[src/rtl/fifo_pkg.sv]
// Shared FIFO constants and the data word type used by the FIFO, its interface and the bench.
package fifo_pkg;

  localparam int unsigned FIFO_WIDTH = 8;
  localparam int unsigned FIFO_DEPTH = 16;

  typedef logic [FIFO_WIDTH-1:0] data_t;

endpackage : fifo_pkg

[src/rtl/fifo_mem.sv]
// Simple dual-port storage: synchronous write, synchronous registered read.
module fifo_mem
  import fifo_pkg::*;
#(
  parameter int unsigned WIDTH  = FIFO_WIDTH,
  parameter int unsigned DEPTH  = FIFO_DEPTH,
  parameter int unsigned ADDR_W = $clog2(DEPTH)
) (
  input  logic              clk,
  input  logic              rst,
  input  logic              we,
  input  logic [ADDR_W-1:0] waddr,
  input  logic [WIDTH-1:0]  wdata,
  input  logic              re,
  input  logic [ADDR_W-1:0] raddr,
  output logic [WIDTH-1:0]  rdata
);

  logic [WIDTH-1:0] mem [DEPTH];

  // Array contents are never reset; pointers alone define what is valid.
  always_ff @(posedge clk) begin
    if (we) begin
      mem[waddr] <= wdata;
    end
  end

  // Read register holds its value unless a read is accepted.
  always_ff @(posedge clk) begin
    if (rst) begin
      rdata <= '0;
    end else if (re) begin
      rdata <= mem[raddr];
    end
  end

endmodule : fifo_mem

[src/rtl/async_fifo.sv]
// Single-clock FIFO with full/empty flags and one-cycle overflow/underflow pulses.
module async_fifo
  import fifo_pkg::*;
#(
  parameter int unsigned WIDTH  = FIFO_WIDTH,
  parameter int unsigned DEPTH  = FIFO_DEPTH,
  parameter int unsigned ADDR_W = $clog2(DEPTH)
) (
  input  logic             wr_clk,
  input  logic             rst,
  input  logic             wr_en,
  input  logic [WIDTH-1:0] wdata,
  input  logic             rd_en,
  output logic [WIDTH-1:0] rdata,
  output logic             full,
  output logic             empty,
  output logic             overflow,
  output logic             underflow
);

  localparam int unsigned PTR_W = ADDR_W + 1;

  logic [PTR_W-1:0] wptr;
  logic [PTR_W-1:0] rptr;
  logic             wr_acc;
  logic             rd_acc;

  // Flags come straight from the registered pointers; MSB is the wrap bit.
  assign empty = (wptr == rptr);
  assign full  = (wptr[ADDR_W] != rptr[ADDR_W]) &&
                 (wptr[ADDR_W-1:0] == rptr[ADDR_W-1:0]);

  assign wr_acc = wr_en && !full && !rst;
  assign rd_acc = rd_en && !empty && !rst;

  always_ff @(posedge wr_clk) begin
    if (rst) begin
      wptr <= '0;
    end else if (wr_acc) begin
      wptr <= wptr + PTR_W'(1);
    end
  end

  always_ff @(posedge wr_clk) begin
    if (rst) begin
      rptr <= '0;
    end else if (rd_acc) begin
      rptr <= rptr + PTR_W'(1);
    end
  end

  // Error pulses repeat every cycle a request is rejected.
  always_ff @(posedge wr_clk) begin
    if (rst) begin
      overflow  <= 1'b0;
      underflow <= 1'b0;
    end else begin
      overflow  <= wr_en && full;
      underflow <= rd_en && empty;
    end
  end

  fifo_mem #(
    .WIDTH  (WIDTH),
    .DEPTH  (DEPTH),
    .ADDR_W (ADDR_W)
  ) u_mem (
    .clk   (wr_clk),
    .rst   (rst),
    .we    (wr_acc),
    .waddr (wptr[ADDR_W-1:0]),
    .wdata (wdata),
    .re    (rd_acc),
    .raddr (rptr[ADDR_W-1:0]),
    .rdata (rdata)
  );

endmodule : async_fifo

[config.mk]
export PLATFORM = sky130hd
export DESIGN_NAME = async_fifo
export DESIGN_NICKNAME = d
export VERILOG_FILES = /design/src/rtl/fifo_pkg.sv /design/src/rtl/fifo_mem.sv /design/src/rtl/async_fifo.sv
export SDC_FILE = /design/constraint.sdc
export NUM_CORES = 1
export LEC_CHECK = 0
export ABC_AREA = 1
export CORE_MARGIN = 10
export CORE_UTILIZATION = 55
export CTS_CLUSTER_SIZE = 8
export DETAILED_ROUTE_END_ITERATION = 6
export GPL_TIMING_DRIVEN = 0
export PLACE_DENSITY = 0.73
export RECOVER_POWER = 50
export SLEW_MARGIN = 20
export SYNTH_ARGS = -nofsm -noshare
export SYNTH_HDL_FRONTEND = slang
export SYNTH_SLANG_ARGS = --single-unit
[constraint.sdc]
create_clock -name wr_clk -period 2.3 [get_ports wr_clk]
set_clock_uncertainty 0.05 [all_clocks]
set_input_delay 0.345 -clock wr_clk [delete_from_list [all_inputs] [get_ports wr_clk]]
set_output_delay 0.345 -clock wr_clk [all_outputs]
set_load 0.005 [all_outputs]
==> metrics.md, run 1 <==
| Metric | Value |
|---|---|
| Combinational family with the most area after synthesis | simple AND/OR/NAND/NOR gates |
| R2r endpoint | u_mem.mem[5][1]$_DFFE_PP_ |
| Total Wirelength | 15,220 um |
| Rows | 39 |
| Cell count after placement | approximately 800 |
| Startpoint Class | flop |
| Die area | roughly 16,000 um2 |
| Synth top area cells | edfxtp_1 (60%), nand2_1 (10%), dfxtp_1 (6.2%), nand3_1 (5.3%), nor2_1 (4.6%) |
| Largest area contributor in the netlist | edfxtp_1 |
| Hold-fix buffers, CTS | 0 |
| Compound-Gate Fraction of Synth Area | 4.055% |
| Synthesized net count | approximately 670 |
| RSZ-0062 raised after global routing | yes |
| CP startpoint | rptr[1]$_SDFFE_PP0P_ |
| Final WS setup | -72.10 ps |
| Wire length per cell | between 15 and 20 um |
| Net count reported at finish | around 700 |
| Final setup TNS | -1798 ps |
| Mux contribution to synthesized area | 0% |
| Clock Tree Buf Depth | 2 |
| # diodes | 0 |
| Largest net degree at the start of global routing | 17 |
| Peak supply drop | between 0.0005 and 0.0006 V |
| Worst rel slew slack | 42.71% |
| Vias/cell | ~5.5 |
| Dpl cell area | between 6000 and 7000 um2 |
| 1st-pass router iterations | 5 |
| Worst Path Max Fanout | 8 |
| Avg Inst Size Synth | between 9 and 10 um2 |
| Worst slack at placement | -596.5 ps |
| Vias in the first global route | about 4,200 |
| GPL Wtd Cong | a little over 0.9 |
| Leakage Power | 0.003093 uW |
| Register area share after synthesis | between 60% and 70% |
| # Max-Cap Violations | 0 |
| Syn Inst Count | 649 |
| Synth unique cells | 22 |
| Period utilization | 103.1% |
| Hold Path Class | input port to flop |
| Hold Path End | overflow$_SDFF_PP0_ |
| Reg2Reg Setup Slack | -70 ps |
| Io pins | 24 |
| Clk sinks | around 150 |
| Fin cells | around 860 |
| Die Y-Extent | between 100 and 150 um |
| Total vias in the final route | around 4,700 |
| XOR/XNOR Fraction of Synth Area | less than 1% |
| # port buffers | 23 |
| Worst R2R Start | rptr[1]$_SDFFE_PP0P_ |
| Design area | around 7600 um2 |
| Filler instances | 876 |
| Simple-gate share of the synthesized area | 21.07% |
| Min Tclk post-route | about 2400 ps |
| Core Area | 11,420 um2 |
| Power Total | about 6100 uW |
| Post-Syn Area | between 6000 and 7000 um2 |
| Global-route wire length before repair | approximately 23,000 um |
| Syn-to-layout area delta | 18.42% |
| Tightest Pin Transition | around 860 ps |
| Worst hold stages | 3 |
| Fmax | 421.6 MHz |
| CTS tree | built |
| Max Slew Vio Count | 0 |
| Failing checks | negative setup slack |
| Initial antenna violation count | 0 |
| Remaining DRCs | 0 |
| Root Buffer | clkbuf_16 |
| CP endpoint kind | flop |
| H-tree depth | 4 |
| Global route overflow | 0 |
| Die W | 128.0 um |
| Yosys Warn Count | 0 |
| Clk_lat worst skew | about 420 ps |
| Cell Pwr Density | 800.7 nW/um2 |
| Count of final hold-check violations | 0 |
| Setup Viol. Count Final | 32 |
| Hold_sp | wr_en |
| Setup Crit Path Kind | flop to flop |
| CTS Buf Count | 17 |
| GRT Util Overall | 18.70% |
| Synth Register Bits | ~150 |
| Outcome | finished, violations left |
| ANT nets after route | 0 |
| Initial Utilization | ~56% |
| Clk slew on worst S/H paths | 60 ps |
| Adder-Cell Fraction of Synth Area | less than 1% |
| Synth top area share | roughly three fifths |
| Reg2Reg Depth | 11 |
| Share of layout cells above drive strength 1 | 11.76% |
| Critical Path RT | between 2000 and 2500 ps |
| Iteration-0 DRC Markers | a little under 600 |
| HPWL Detailed | between 10,000 and 15,000 um |
| Worst endpoint data arrival time | between 2000 and 2500 ps |
[routing by layer]
layer,share of wire [%],global-route usage [%],up-vias,routed length (um)
met3,7.8,3.557,17,1183
met1,44,25.71,2244,6643
met4,1.9,7.219,0,293
li1,-,-,2215,-
met2,47,28.74,197,7103
met5,0,0,-,0
[power by group]
part	switching (uW)	internal, uW	total, uW
clock	1100	1600	2700
sequential	19.5	2950	2970
combinational	265	150	415
total	1380	4700	6090
[flip-flops by register name, indices dropped and copies added, names as in the netlist]
signal / count
rptr: 5
wptr: 5
u_mem.mem: 128
overflow: 1
underflow: 1
u_mem.rdata: 8
[kinds of logic after synthesis]
kind of cell,Yosys count
compound gates,48
xor+xnor,7
fa+ha+maj,5
buf+inv,110
flops,148
simple gates,331
[Yosys cell counts]
cell / n
a21boi_0: 8
a21oi_1: 14
buf_1: 4
buf_2: 8
buf_6: 2
clkbuf_1: 15
clkinv_1: 1
dfxtp_1: 20
edfxtp_1: 128
ha_1: 5
inv_1: 75
inv_2: 5
nand2_1: 176
nand2_2: 2
nand3_1: 68
nand3_2: 2
nor2_1: 79
nor2_2: 2
nor3_1: 2
o21ai_0: 26
xnor2_1: 3
xor2_1: 4
[what timing repair did]
action	in CTS	in global routing
gates resized for setup	23	18
buffers inserted	6	4
setup endpoints to repair	106	113
pin swaps	3	1
[cell usage in the layout, fill, tap and decap left out, types with 2 or more instances in the layout]
cell type,netlist,layout
nand2_2,2,2
edfxtp_1,128,128
buf_6,2,5
clkbuf_16,0,17
nand3_2,2,2
clkbuf_1,15,15
dfxtp_2,0,5
inv_1,75,74
nor3_1,2,2
clkinv_2,0,2
nand3_1,68,68
clkinvlp_4,0,5
xnor2_1,3,3
inv_2,5,6
o21ai_0,26,26
clkdlybuf4s50_1,0,15
buf_4,0,10
nor2_1,79,64
nor2_2,2,7
buf_2,8,5
dlygate4sd3_1,0,6
bufinv_16,0,2
clkinv_1,1,2
xor2_1,4,4
nor2_4,0,10
dfxtp_1,20,14
a21oi_1,14,14
inv_6,0,4
a21boi_0,8,8
buf_1,4,4
nand2_1,176,176
ha_1,5,5
[how the worst max path moves through the flow]
stage / endpoint / slack [ps]
final: u_mem.mem[5][1]$_DFFE_PP_ / -70
after global routing: u_mem.mem[5][4]$_DFFE_PP_ / -180
after CTS: empty / -160
after detailed placement: u_mem.mem[13][4]$_DFFE_PP_ / -600
after global placement: u_mem.mem[12][5]$_DFFE_PP_ / -520
after floorplan: u_mem.mem[0][0]$_DFFE_PP_ / 400
[cell type report]
type | count | area, um2 | area share (%)
inverter | 81 | 304.0 | 4.000
clock buffer | 17 | 425.4 | 5.597
multi-input combinational | 391 | 1824 | 24.00
timing repair buffer | 33 | 306.5 | 4.033
sequential | 148 | 4254 | 55.97
clock inverter | 15 | 155.1 | 2.041
buffer | 29 | 152.6 | 2.008
tap | 143 | 178.9 | 2.354
[metrics by stage]
step / hold WS (ps) / utilization (%)
final: 429.8 / 66.57
after global routing: 434.5 / 66.57
after CTS: 429.9 / 65.72
after detailed placement: 455.2 / 59.80
after global placement: 427.1 / 59.80
after floorplan: 393.9 / -
[worst max-delay path: stages, from the launching register on]
cell and delay, ps:
dfxtp_2 330, buf_6 120, inv_2 130, nand2_1 70, nand2_1 80, nor2_2 50, buf_4 130, nand3_2 100
nand2_2 120, inv_2 140, nand2_1 230, nor2_2 460
Power figures use the tool's default switching activity.
==> run 2: changes to the inputs <==
CORE_ASPECT_RATIO = 0.8   (was not set)
SKIP_CTS_REPAIR_TIMING = 1   (was not set)
==> metrics.md, run 2 (synthesized netlist as in run 1, its figures left out) <==
| Metric | Value |
|---|---|
| Reg with most FFs | u_mem.mem |
| Clk_lat worst skew | 420 ps (about the same) |
| Remaining DRCs | 0 (unchanged) |
| Setup Crit Path Kind | flop to flop |
| Net count reported at finish | 719 (+0.14%) |
| Clock Tree Buf Depth | 2 (unchanged) |
| Syn-to-layout area delta | 19.73% |
| Die Y-Extent | 116.6 um (-8.9%) |
| RSZ-0062 raised after global routing | yes |
| 1st-pass router iterations | 6 (+1) |
| Max stage delay on crit path | 480 ps (+20 ps) |
| # diodes | 0 (unchanged) |
| Leakage Power | 0.003143 uW (+1.6%) |
| Die area | 16,420 um2 (+0.16%) |
| HPWL Detailed | 10,370 um (+3.1%) |
| Wire length per cell | 17.92 um (+0.90%) |
| Final setup TNS | 0 ps (+1798 ps) |
| Io pins | 24 (unchanged) |
| Initial Utilization | 55.94% (-0.27 points) |
| H-tree depth | 4 (unchanged) |
| Period utilization | 99.47% (-3.7 points) |
| Count of final hold-check violations | 0 (unchanged) |
| Die W | 140.8 um (+10%) |
| # Max-Cap Violations | 0 (unchanged) |
| Largest net degree at the start of global routing | 17 (unchanged) |
| # port buffers | 23 (unchanged) |
| Setup Viol. Count Final | 0 (-100%) |
| Clk sinks | 148 (unchanged) |
| CTS Buf Count | 17 (unchanged) |
| Max Slew Vio Count | 0 (unchanged) |
| Worst path cell trace | buf_6 > inv_2 > nand2_1 > nand2_1 > nor2_4 > nand3_4 > nand2_2 > inv_2 > nand2_1 > nor2_2 |
| Worst endpoint data arrival time | 2300 ps (-90 ps) |
| Critical Path RT | 2310 ps (about the same) |
| Vias/cell | 5.448 (about the same) |
| Global route overflow | 0 (unchanged) |
| ANT nets after route | 0 (unchanged) |
| Iteration-0 DRC Markers | 599 (+3.1%) |
| Commonest non-fill, non-tap cell in the layout | nand2_1 |
| Worst rel slew slack | 44.48% (+1.8 points) |
| Core Area | 11,470 um2 (+0.48%) |
| Total vias in the final route | 4,702 (+0.62%) |
| Root Buffer | clkbuf_16 |
| Hold Path Class | input port to flop |
| Top Registers | u_mem.mem (128), u_mem.rdata (8) |
| Largest register FFs | 128 (unchanged) |
| Cell Pwr Density | 825.6 nW/um2 (+3.1%) |
| Peak supply drop | 0.0006384 V (+6.5%) |
| CP endpoint kind | flop |
| Vias in the first global route | 4,380 (+3.1%) |
| Clk slew on worst S/H paths | 60 ps (about the same) |
| Global-route wire length before repair | 24,260 um (+4.1%) |
| CTS tree | built |
| CP most frequent cell | nand2_1 |
| Tightest Pin Transition | 830.3 ps (-26.42 ps) |
| GPL Wtd Cong | 0.9219 (+0.44%) |
| Fin util | 66.98% (+0.41 points) |
| Worst Path Max Fanout | 8 (unchanged) |
| Rows | 35 (-10%) |
| Min Tclk post-route | 2288 ps (-84.21 ps) |
| Startpoint Class | flop |
| Fmax | 437.1 MHz (+3.7%) |
| Share of layout cells above drive strength 1 | 11.75% (-0.016 points) |
| Total Wirelength | 15,470 um (+1.6%) |
| CP max-delay cell | nor2_2 |
| Most frequent cells in the layout | nand2_1 (176), edfxtp_1 (128), inv_1 (75), nand3_1 (68), nor2_1 (63) |
| Initial antenna violation count | 0 (unchanged) |
| Outcome | finished, final reports clean |
| GRT Util Overall | 19.43% (+0.74 points) |
-- run 2: changes by cell type in the layout (fill, tap and decap cells not counted), sizes merged, moves of 2 or more --
cell      previous run  this run
bufinv               2         4
clkinvlp             5         2
clkinv               5         7
inv                 84        82
-- run 2: metrics by stage --
stage                     area [um2]  power, uW  instances  hold WS (ps)  worst slack (ps)
after detailed placement        6834       3425        820         438.6            -616.0
after CTS                       7466       6313        852         436.4            -445.3
after floorplan                 6419       3231        649         393.9             395.7
final                           7685       6344        863         431.6             12.11
after global placement          6834       3414        820         428.5            -543.5
after global routing            7685       6529        863         453.7            -107.4
-- run 2: layout make-up --
type	count	area, um2
Sequential cell	148	4254
Fill cell	823	3789
Multi-Input combinational cell	391	1839
Clock buffer	18	429.2
Timing Repair Buffer	34	317.8
Inverter	81	304.0
Clock inverter	14	202.7
Tap cell	148	185.2
Buffer	29	152.6
-- run 2: layer usage --
layer	up-vias	wire length, um	share of wire, %	GRT usage, %
li1	2225	-	-	-
met1	2220	6783	44	26.15
met2	217	6831	44	29.83
met3	40	1413	9.1	4.876
met4	0	438	2.8	7.349
met5	-	0	0	0
-- run 2: power by group --
group	internal, uW	switching, uW	leakage, uW
combinational	158	278	0.00152
clock	1830	1110	0.000300
sequential	2950	22.7	0.00132
total	4940	1410	0.00314
-- run 2: worst paths after layout --
path                                                    to  slack [ps]  depth (start not counted)                  from
worst max-delay path            u_mem.mem[10][1]$_DFFE_PP_          10                         10  rptr[1]$_SDFFE_PP0P_
worst min register to register        rptr[3]$_SDFFE_PP0P_         450                          2  rptr[3]$_SDFFE_PP0P_
worst max register to register  u_mem.mem[10][1]$_DFFE_PP_          10                         10  rptr[1]$_SDFFE_PP0P_
worst min-delay path                  underflow$_SDFF_PP0_         430                          3                 rd_en
-- run 2: critical path: cells and delay by family (launching register included) --
| family | cells | cell delay, ps |
|---|---|---|
| and+or+nand+nor | 7 | 1130 |
| buffers and inverters | 3 | 400 |
| DFF | 1 | 330 |
